==> src/rtl/dma_pkg.sv <==
// Shared types and constants for the single-channel memory-to-memory DMA.
package dma_pkg;

  localparam int CNT_W = 16;
  localparam int AW    = 22;

  typedef enum logic [1:0] {
    IDLE = 2'd0,
    RD   = 2'd1,
    WR   = 2'd2,
    FIN  = 2'd3
  } state_e;

  localparam logic [1:0] REG_SRC  = 2'd0;
  localparam logic [1:0] REG_DST  = 2'd1;
  localparam logic [1:0] REG_CNT  = 2'd2;
  localparam logic [1:0] REG_CTRL = 2'd3;

  localparam int CTRL_START    = 0;
  localparam int CTRL_IRQ_EN   = 1;
  localparam int CTRL_ABORT    = 2;
  localparam int CTRL_CLR_DONE = 3;

endpackage

==> src/rtl/dma_regs.sv <==
// DMA register file (SRC/DST/CNT/CTRL-STAT) and responder read mux.
// Define DMA_IRQ_EN to get a registered irq = done & irq_en; otherwise irq is 0.
module dma_regs
  import dma_pkg::*;
(
  input  logic             clk,
  input  logic             rst,
  input  logic             stb_i,
  input  logic             we_i,
  input  logic [1:0]       addr_i,
  input  logic [31:0]      data_i,
  input  logic             busy_i,
  input  logic             src_inc_i,
  input  logic             dst_inc_i,
  input  logic             cnt_dec_i,
  input  logic             set_done_i,
  output logic [31:0]      data_o,
  output logic [AW-1:0]    src_o,
  output logic [AW-1:0]    dst_o,
  output logic [CNT_W-1:0] cnt_o,
  output logic             start_o,
  output logic             abort_o,
  output logic             irq_o
);

  logic [AW-1:0]    src_q, src_d, dst_q, dst_d;
  logic [CNT_W-1:0] cnt_q, cnt_d;
  logic             irq_en_q, irq_en_d, done_q, done_d;
  logic             cfg_wr, ctrl_wr;
  logic             unused_data_hi;

  assign unused_data_hi = ^data_i[31:24];

  // SRC/DST/CNT are frozen while a transfer owns them.
  assign cfg_wr  = stb_i & we_i & ~busy_i;
  assign ctrl_wr = stb_i & we_i & (addr_i == REG_CTRL);
  assign start_o = ctrl_wr & data_i[CTRL_START];
  assign abort_o = ctrl_wr & data_i[CTRL_ABORT] & busy_i;

  always_comb begin
    src_d    = src_q;
    dst_d    = dst_q;
    cnt_d    = cnt_q;
    irq_en_d = irq_en_q;
    done_d   = done_q;
    if (cfg_wr && addr_i == REG_SRC) src_d = data_i[23:2];
    else if (src_inc_i)              src_d = src_q + {{(AW-1){1'b0}}, 1'b1};
    if (cfg_wr && addr_i == REG_DST) dst_d = data_i[23:2];
    else if (dst_inc_i)              dst_d = dst_q + {{(AW-1){1'b0}}, 1'b1};
    if (cfg_wr && addr_i == REG_CNT) cnt_d = data_i[CNT_W-1:0];
    else if (cnt_dec_i)              cnt_d = cnt_q - {{(CNT_W-1){1'b0}}, 1'b1};
    if (ctrl_wr) irq_en_d = data_i[CTRL_IRQ_EN];
    // A completion landing together with a clear-done wins.
    if (set_done_i)                               done_d = 1'b1;
    else if (ctrl_wr && data_i[CTRL_CLR_DONE])    done_d = 1'b0;
  end

  always_ff @(posedge clk) begin
    if (rst) begin
      src_q    <= '0;
      dst_q    <= '0;
      cnt_q    <= '0;
      irq_en_q <= 1'b0;
      done_q   <= 1'b0;
    end else begin
      src_q    <= src_d;
      dst_q    <= dst_d;
      cnt_q    <= cnt_d;
      irq_en_q <= irq_en_d;
      done_q   <= done_d;
    end
  end

  always_comb begin
    data_o = 32'h0;
    case (addr_i)
      REG_SRC:  data_o = {8'h0, src_q, 2'b00};
      REG_DST:  data_o = {8'h0, dst_q, 2'b00};
      REG_CNT:  data_o = {{(32-CNT_W){1'b0}}, cnt_q};
      default:  data_o = {29'h0, irq_en_q, done_q, busy_i};
    endcase
  end

  assign src_o = src_q;
  assign dst_o = dst_q;
  assign cnt_o = cnt_q;

`ifdef DMA_IRQ_EN
  logic irq_q;
  // Built from next-state values so irq tracks done/irq_en without extra lag.
  always_ff @(posedge clk) begin
    if (rst) irq_q <= 1'b0;
    else     irq_q <= done_d & irq_en_d;
  end
  assign irq_o = irq_q;
`else
  assign irq_o = 1'b0;
`endif

endmodule

==> src/rtl/dma.sv <==
// Single-channel word DMA: responder register port plus an initiator that
// alternates read/write bus cycles. Optional irq via the DMA_IRQ_EN macro.
module dma
  import dma_pkg::*;
(
  input  logic        clk,
  input  logic        rst,
  input  logic        stb,
  input  logic        we,
  input  logic [3:2]  addr,
  input  logic [31:0] data_in,
  output logic [31:0] data_out,
  output logic        ack,
  output logic        irq,
  output logic        m_stb,
  output logic        m_we,
  output logic [23:2] m_addr,
  input  logic [31:0] m_din,
  output logic [31:0] m_dout,
  input  logic        m_ack
);

  state_e           state_q, state_d;
  logic             gap_q, gap_d, abort_q, abort_d;
  logic [31:0]      buf_q, buf_d;
  logic [AW-1:0]    src, dst;
  logic [CNT_W-1:0] cnt;
  logic             busy, start, abort_req, abort_pend, ack_ok;
  logic             src_inc, dst_inc, cnt_dec, set_done;

  dma_regs u_regs (
    .clk        (clk),
    .rst        (rst),
    .stb_i      (stb),
    .we_i       (we),
    .addr_i     (addr),
    .data_i     (data_in),
    .busy_i     (busy),
    .src_inc_i  (src_inc),
    .dst_inc_i  (dst_inc),
    .cnt_dec_i  (cnt_dec),
    .set_done_i (set_done),
    .data_o     (data_out),
    .src_o      (src),
    .dst_o      (dst),
    .cnt_o      (cnt),
    .start_o    (start),
    .abort_o    (abort_req),
    .irq_o      (irq)
  );

  assign ack        = stb;
  assign busy       = (state_q != IDLE);
  // gap_q forces one idle bus cycle after every completed transaction.
  assign m_stb      = ((state_q == RD) || (state_q == WR)) && !gap_q;
  assign ack_ok     = m_stb & m_ack;
  assign gap_d      = ack_ok;
  assign abort_pend = abort_q | abort_req;
  assign m_dout     = buf_q;

  always_comb begin
    state_d  = state_q;
    buf_d    = buf_q;
    abort_d  = 1'b0;
    m_we     = 1'b0;
    m_addr   = src;
    src_inc  = 1'b0;
    dst_inc  = 1'b0;
    cnt_dec  = 1'b0;
    set_done = 1'b0;
    case (state_q)
      IDLE: if (start) state_d = (cnt == '0) ? FIN : RD;
      RD: begin
        abort_d = abort_pend;
        if (gap_q) begin
          if (abort_pend) state_d = FIN;
        end else if (m_ack) begin
          buf_d   = m_din;
          src_inc = 1'b1;
          state_d = abort_pend ? FIN : WR;
        end
      end
      WR: begin
        abort_d = abort_pend;
        m_we    = 1'b1;
        m_addr  = dst;
        if (gap_q) begin
          if (abort_pend) state_d = FIN;
        end else if (m_ack) begin
          dst_inc = 1'b1;
          cnt_dec = 1'b1;
          state_d = (abort_pend || cnt == {{(CNT_W-1){1'b0}}, 1'b1}) ? FIN : RD;
        end
      end
      FIN: begin
        set_done = 1'b1;
        state_d  = IDLE;
      end
      default: state_d = IDLE;
    endcase
  end

  always_ff @(posedge clk) begin
    if (rst) begin
      state_q <= IDLE;
      gap_q   <= 1'b0;
      abort_q <= 1'b0;
      buf_q   <= '0;
    end else begin
      state_q <= state_d;
      gap_q   <= gap_d;
      abort_q <= abort_d;
      buf_q   <= buf_d;
    end
  end

endmodule

==> config.mk <==
export PLATFORM = sky130hd
export DESIGN_NAME = dma
export DESIGN_NICKNAME = d
export VERILOG_FILES = /design/src/rtl/dma_pkg.sv /design/src/rtl/dma_regs.sv /design/src/rtl/dma.sv
export SDC_FILE = /design/constraint.sdc
export NUM_CORES = 1
export LEC_CHECK = 0
export CAP_MARGIN = 5
export CORE_ASPECT_RATIO = 0.8
export CORE_MARGIN = 5
export CORE_UTILIZATION = 48
export DETAILED_ROUTE_END_ITERATION = 12
export MAX_ROUTING_LAYER = met4
export PLACE_DENSITY = 0.84
export REMOVE_ABC_BUFFERS = 1
export SKIP_LAST_GASP = 1
export SLEW_MARGIN = 20
export SYNTH_ARGS = -nofsm -noshare
export SYNTH_HDL_FRONTEND = slang
export SYNTH_HIERARCHICAL = 1
export SYNTH_SLANG_ARGS = --single-unit
==> constraint.sdc <==
create_clock -name clk -period 3.9 [get_ports clk]
set_input_delay 0.39 -clock clk [delete_from_list [all_inputs] [get_ports clk]]
set_output_delay 0.39 -clock clk [all_outputs]
set_load 0.05 [all_outputs]
==> reports/metrics.cfg <==
[cells_and_area]
n_fill_cell = 950
nNetsFinal = 891
antennaDiodeCount = 0
drive_gt1_frac = 0.0722
syn_to_final_growth_pct = 34.0

[global_route]
overflow = 0
grt_pass1_wl_um = 28500
first_global_vias = 5553
grt_max_degree = 75
antenna_found_initial = 0
track_usage = 0.252

[route]
first_pass_iters = 5
drc = 0
wirelength_um = 17600
drtAntennaViolNets = 0
via_per_inst = 5.93
num_vias = 5727
drtIter0Drc = 516
post_drt_wl_per_cell_um = 18.3

[clocking]
clock_path_buffers = 2
worstSkewPairLatency_ns = 0.34
cts.sinks = 98
post_cts_buffers = 0
ctsResizeCount = 0
cts_hold_buf = 0
cts_tree = built
cts-root-buf = clkbuf_16
numCtsBuffers = 9
htree_levels = 3
path_clk_slew_ns = 0.07

[logic_synthesis]
ys_seq_elements = 98
synth_top_cell_by_area = dfxtp_1
yosysSeqAreaShare = 0.348
async_reset_ff_frac = 0
synth_top_area_frac = 0.348
synth_warnings = 6
synth_area_um2 = 5630
syn_inst = 694
synth_area_leaders = dfxtp_1 (35%), nand2_1 (6.7%), a211oi_1 (5.9%), mux2i_1 (5.3%), nor2_1 (5.0%)
synth_cell_types = 56
synth_edf_count = 0
synthTopCellsByCount = nand2_1 (100), dfxtp_1 (98), nor2_1 (75)
avgSynthCellArea_um2 = 8.11
synth.most_common_cell = nand2_1
synth_top_flop_cell = dfxtp_1

[worst_setup_path]
crit_required_ns = 3.51
crit_fanout = 25
cp.arrival_ns = 2.54
r2r_cells = 7
setup.worst_path.end_class = output port
r2r_slack_ns = 1.25
r2r_start = state_q[0]$_SDFFE_PP0P_
start_kind = flip-flop
critPathKind = reg2out
worstReg2RegEnd = u_regs/cnt_o[13]$_SDFFE_PP0P_

[job]
drv_cap = 0

[worst_hold_path]
worstHoldStart = m_dout[20]$_SDFFE_PP0P_
hp-class = reg2reg
holdPathEnd = m_dout[20]$_SDFFE_PP0P_
worstHoldPathCells = 2

[place]
hpwl_um = 12700
port_buffers = 143
gp_congestion = 0.900

[die]
die_y_um = 107
die_width_um = 131
rows = 35
core_area_um2 = 11500
io_pins = 161
initial_core_util = 0.489
die_area_um2 = 14000

[power_and_ir_drop]
p_per_area_nw_per_um2 = 508
intPower_uw = 2260
switching_share = 0.411
p_total_uw = 3830
switchingPower_uw = 1570
p_comb_frac = 0.415
p_clk_frac = 0.244
seqPwrFrac = 0.340
p_leak_uw = 0.00264
ir_worst_vdd_v = 0.000270

[sta]
period_share = 0.750
worst_pin_slew_ns = 1.01
setup_viol = 0
slew_headroom = 0.325
fmax_mhz = 342
rsz0062_at_grt = no
tns_ns = 0
hold_viol_final = 0
layout_min_cycle_time_ns = 2.93
skew_ns = 0.00542
slew_viol_final = 0

[status]
status = finished clean

## metrics by stage
| stage | setup WS (ns) | hold WS [ns] | utilization | area, um^2 | cells |
|---|---|---|---|---|---|
| floorplan | 0.511 | 0.452 | - | 5410 | 647 |
| CTS | 0.957 | 0.461 | 0.655 | 7540 | 965 |
| global route | 0.870 | 0.480 | 0.655 | 7540 | 965 |
| detailed placement | 0.940 | 0.451 | 0.628 | 7230 | 949 |
| global placement | 1.01 | 0.442 | 0.628 | 7230 | 949 |
| finish | 0.974 | 0.458 | 0.655 | 7540 | 965 |
## flip-flops by register name, summed over array words and instances, names as in the netlist
| name | flops |
|---|---|
| u_regs/done_q | 1 |
| u_regs/dst_o | 22 |
| gap_q | 1 |
| u_regs/src_o | 22 |
| state_q | 2 |
| m_dout | 32 |
| u_regs/cnt_o | 16 |
| u_regs/irq_en_q | 1 |
| abort_q | 1 |
## critical path: stages, from the launching register on
cell,delay [ns]
dfxtp_1,0.33
inv_1,0.13
ha_1,0.20
buf_4,0.37
mux2_1,0.40
clkdlybuf4s50_1,0.74
## final cells by class
class                   instances  area, um^2  area share
clock buffers                   9         225      0.0299
clock inverters                 7        90.1      0.0119
inverters                      16        60.1     0.00796
multi-input cells             533        3380       0.448
flip-flops and latches         98        1960       0.260
well taps                     148         185      0.0245
repair buffers                154        1640       0.217
## worst max path at each step
stage,from,endpoint,slack [ns]
CTS,state_q[0]$_SDFFE_PP0P_,m_addr[10],0.96
finish,state_q[0]$_SDFFE_PP0P_,m_addr[10],0.97
detailed placement,m_ack,u_regs/cnt_o[13]$_SDFFE_PP0P_,0.94
global placement,m_ack,u_regs/cnt_o[13]$_SDFFE_PP0P_,1.01
global route,state_q[0]$_SDFFE_PP0P_,m_addr[10],0.87
floorplan,state_q[0]$_SDFFE_PP0P_,u_regs/dst_o[21]$_SDFFE_PP0P_,0.51
## kinds of logic (layout without fill, tap and decap cells)
family                     Yosys count  count (layout)  share of synthesized area
and+or+nand+nor                    293             293                      0.261
AOI/OAI and AO/OA                  128             128                      0.149
DFF                                 98              98                      0.348
buffers and inverters               71             186                     0.0562
muxes                               53              53                      0.101
xor gates and xnor gates            42              42                     0.0653
adders and majority gates            8               8                     0.0178
other                                1               9                   0.000666
## metal layers
metal,GRT usage,wire length (um),part of all wire,vias up
li1,-,-,-,2709
met4,0.0697,294,0.017,0
met1,0.324,7590,0.43,2698
met2,0.398,8100,0.46,295
met5,-,0,0,-
met3,0.0605,1660,0.094,25
## power groups by stage
stage / clock (uW) / combinational (uW) / sequential [uW]
6_report: 935 / 1590 / 1300
5_1_grt: 997 / 1700 / 1320
4_1_cts: 951 / 1580 / 1300
3_5_place_dp: 0 / 1570 / 1320
3_3_place_gp: 0 / 1540 / 1310
2_1_floorplan: 0 / 900 / 1410
## layout by cell type (no fill, tap or decap), types with 3 or more instances in the layout
cell             count
a211oi_1            44
a21oi_1             34
a311oi_1             8
a31oi_1              3
and3_1               3
and4_1               3
buf_12              13
buf_4               11
clkbuf_16            9
clkdlybuf4s50_1    129
conb_1               9
dfxtp_1             98
ha_1                 8
inv_1               15
inv_8                3
mux2_1              22
mux2i_1             30
nand2_1            100
nand3_1             13
nand4_1             17
nor2_1              75
nor2b_1              8
nor3_1              13
nor4_1              19
nor4b_1              3
o2111ai_1            4
o211ai_1             3
o21ai_0             22
or3_1                8
or4_1                8
or4_4                3
xnor2_1             25
xor2_1              17
(Power assumes the default switching activity.)
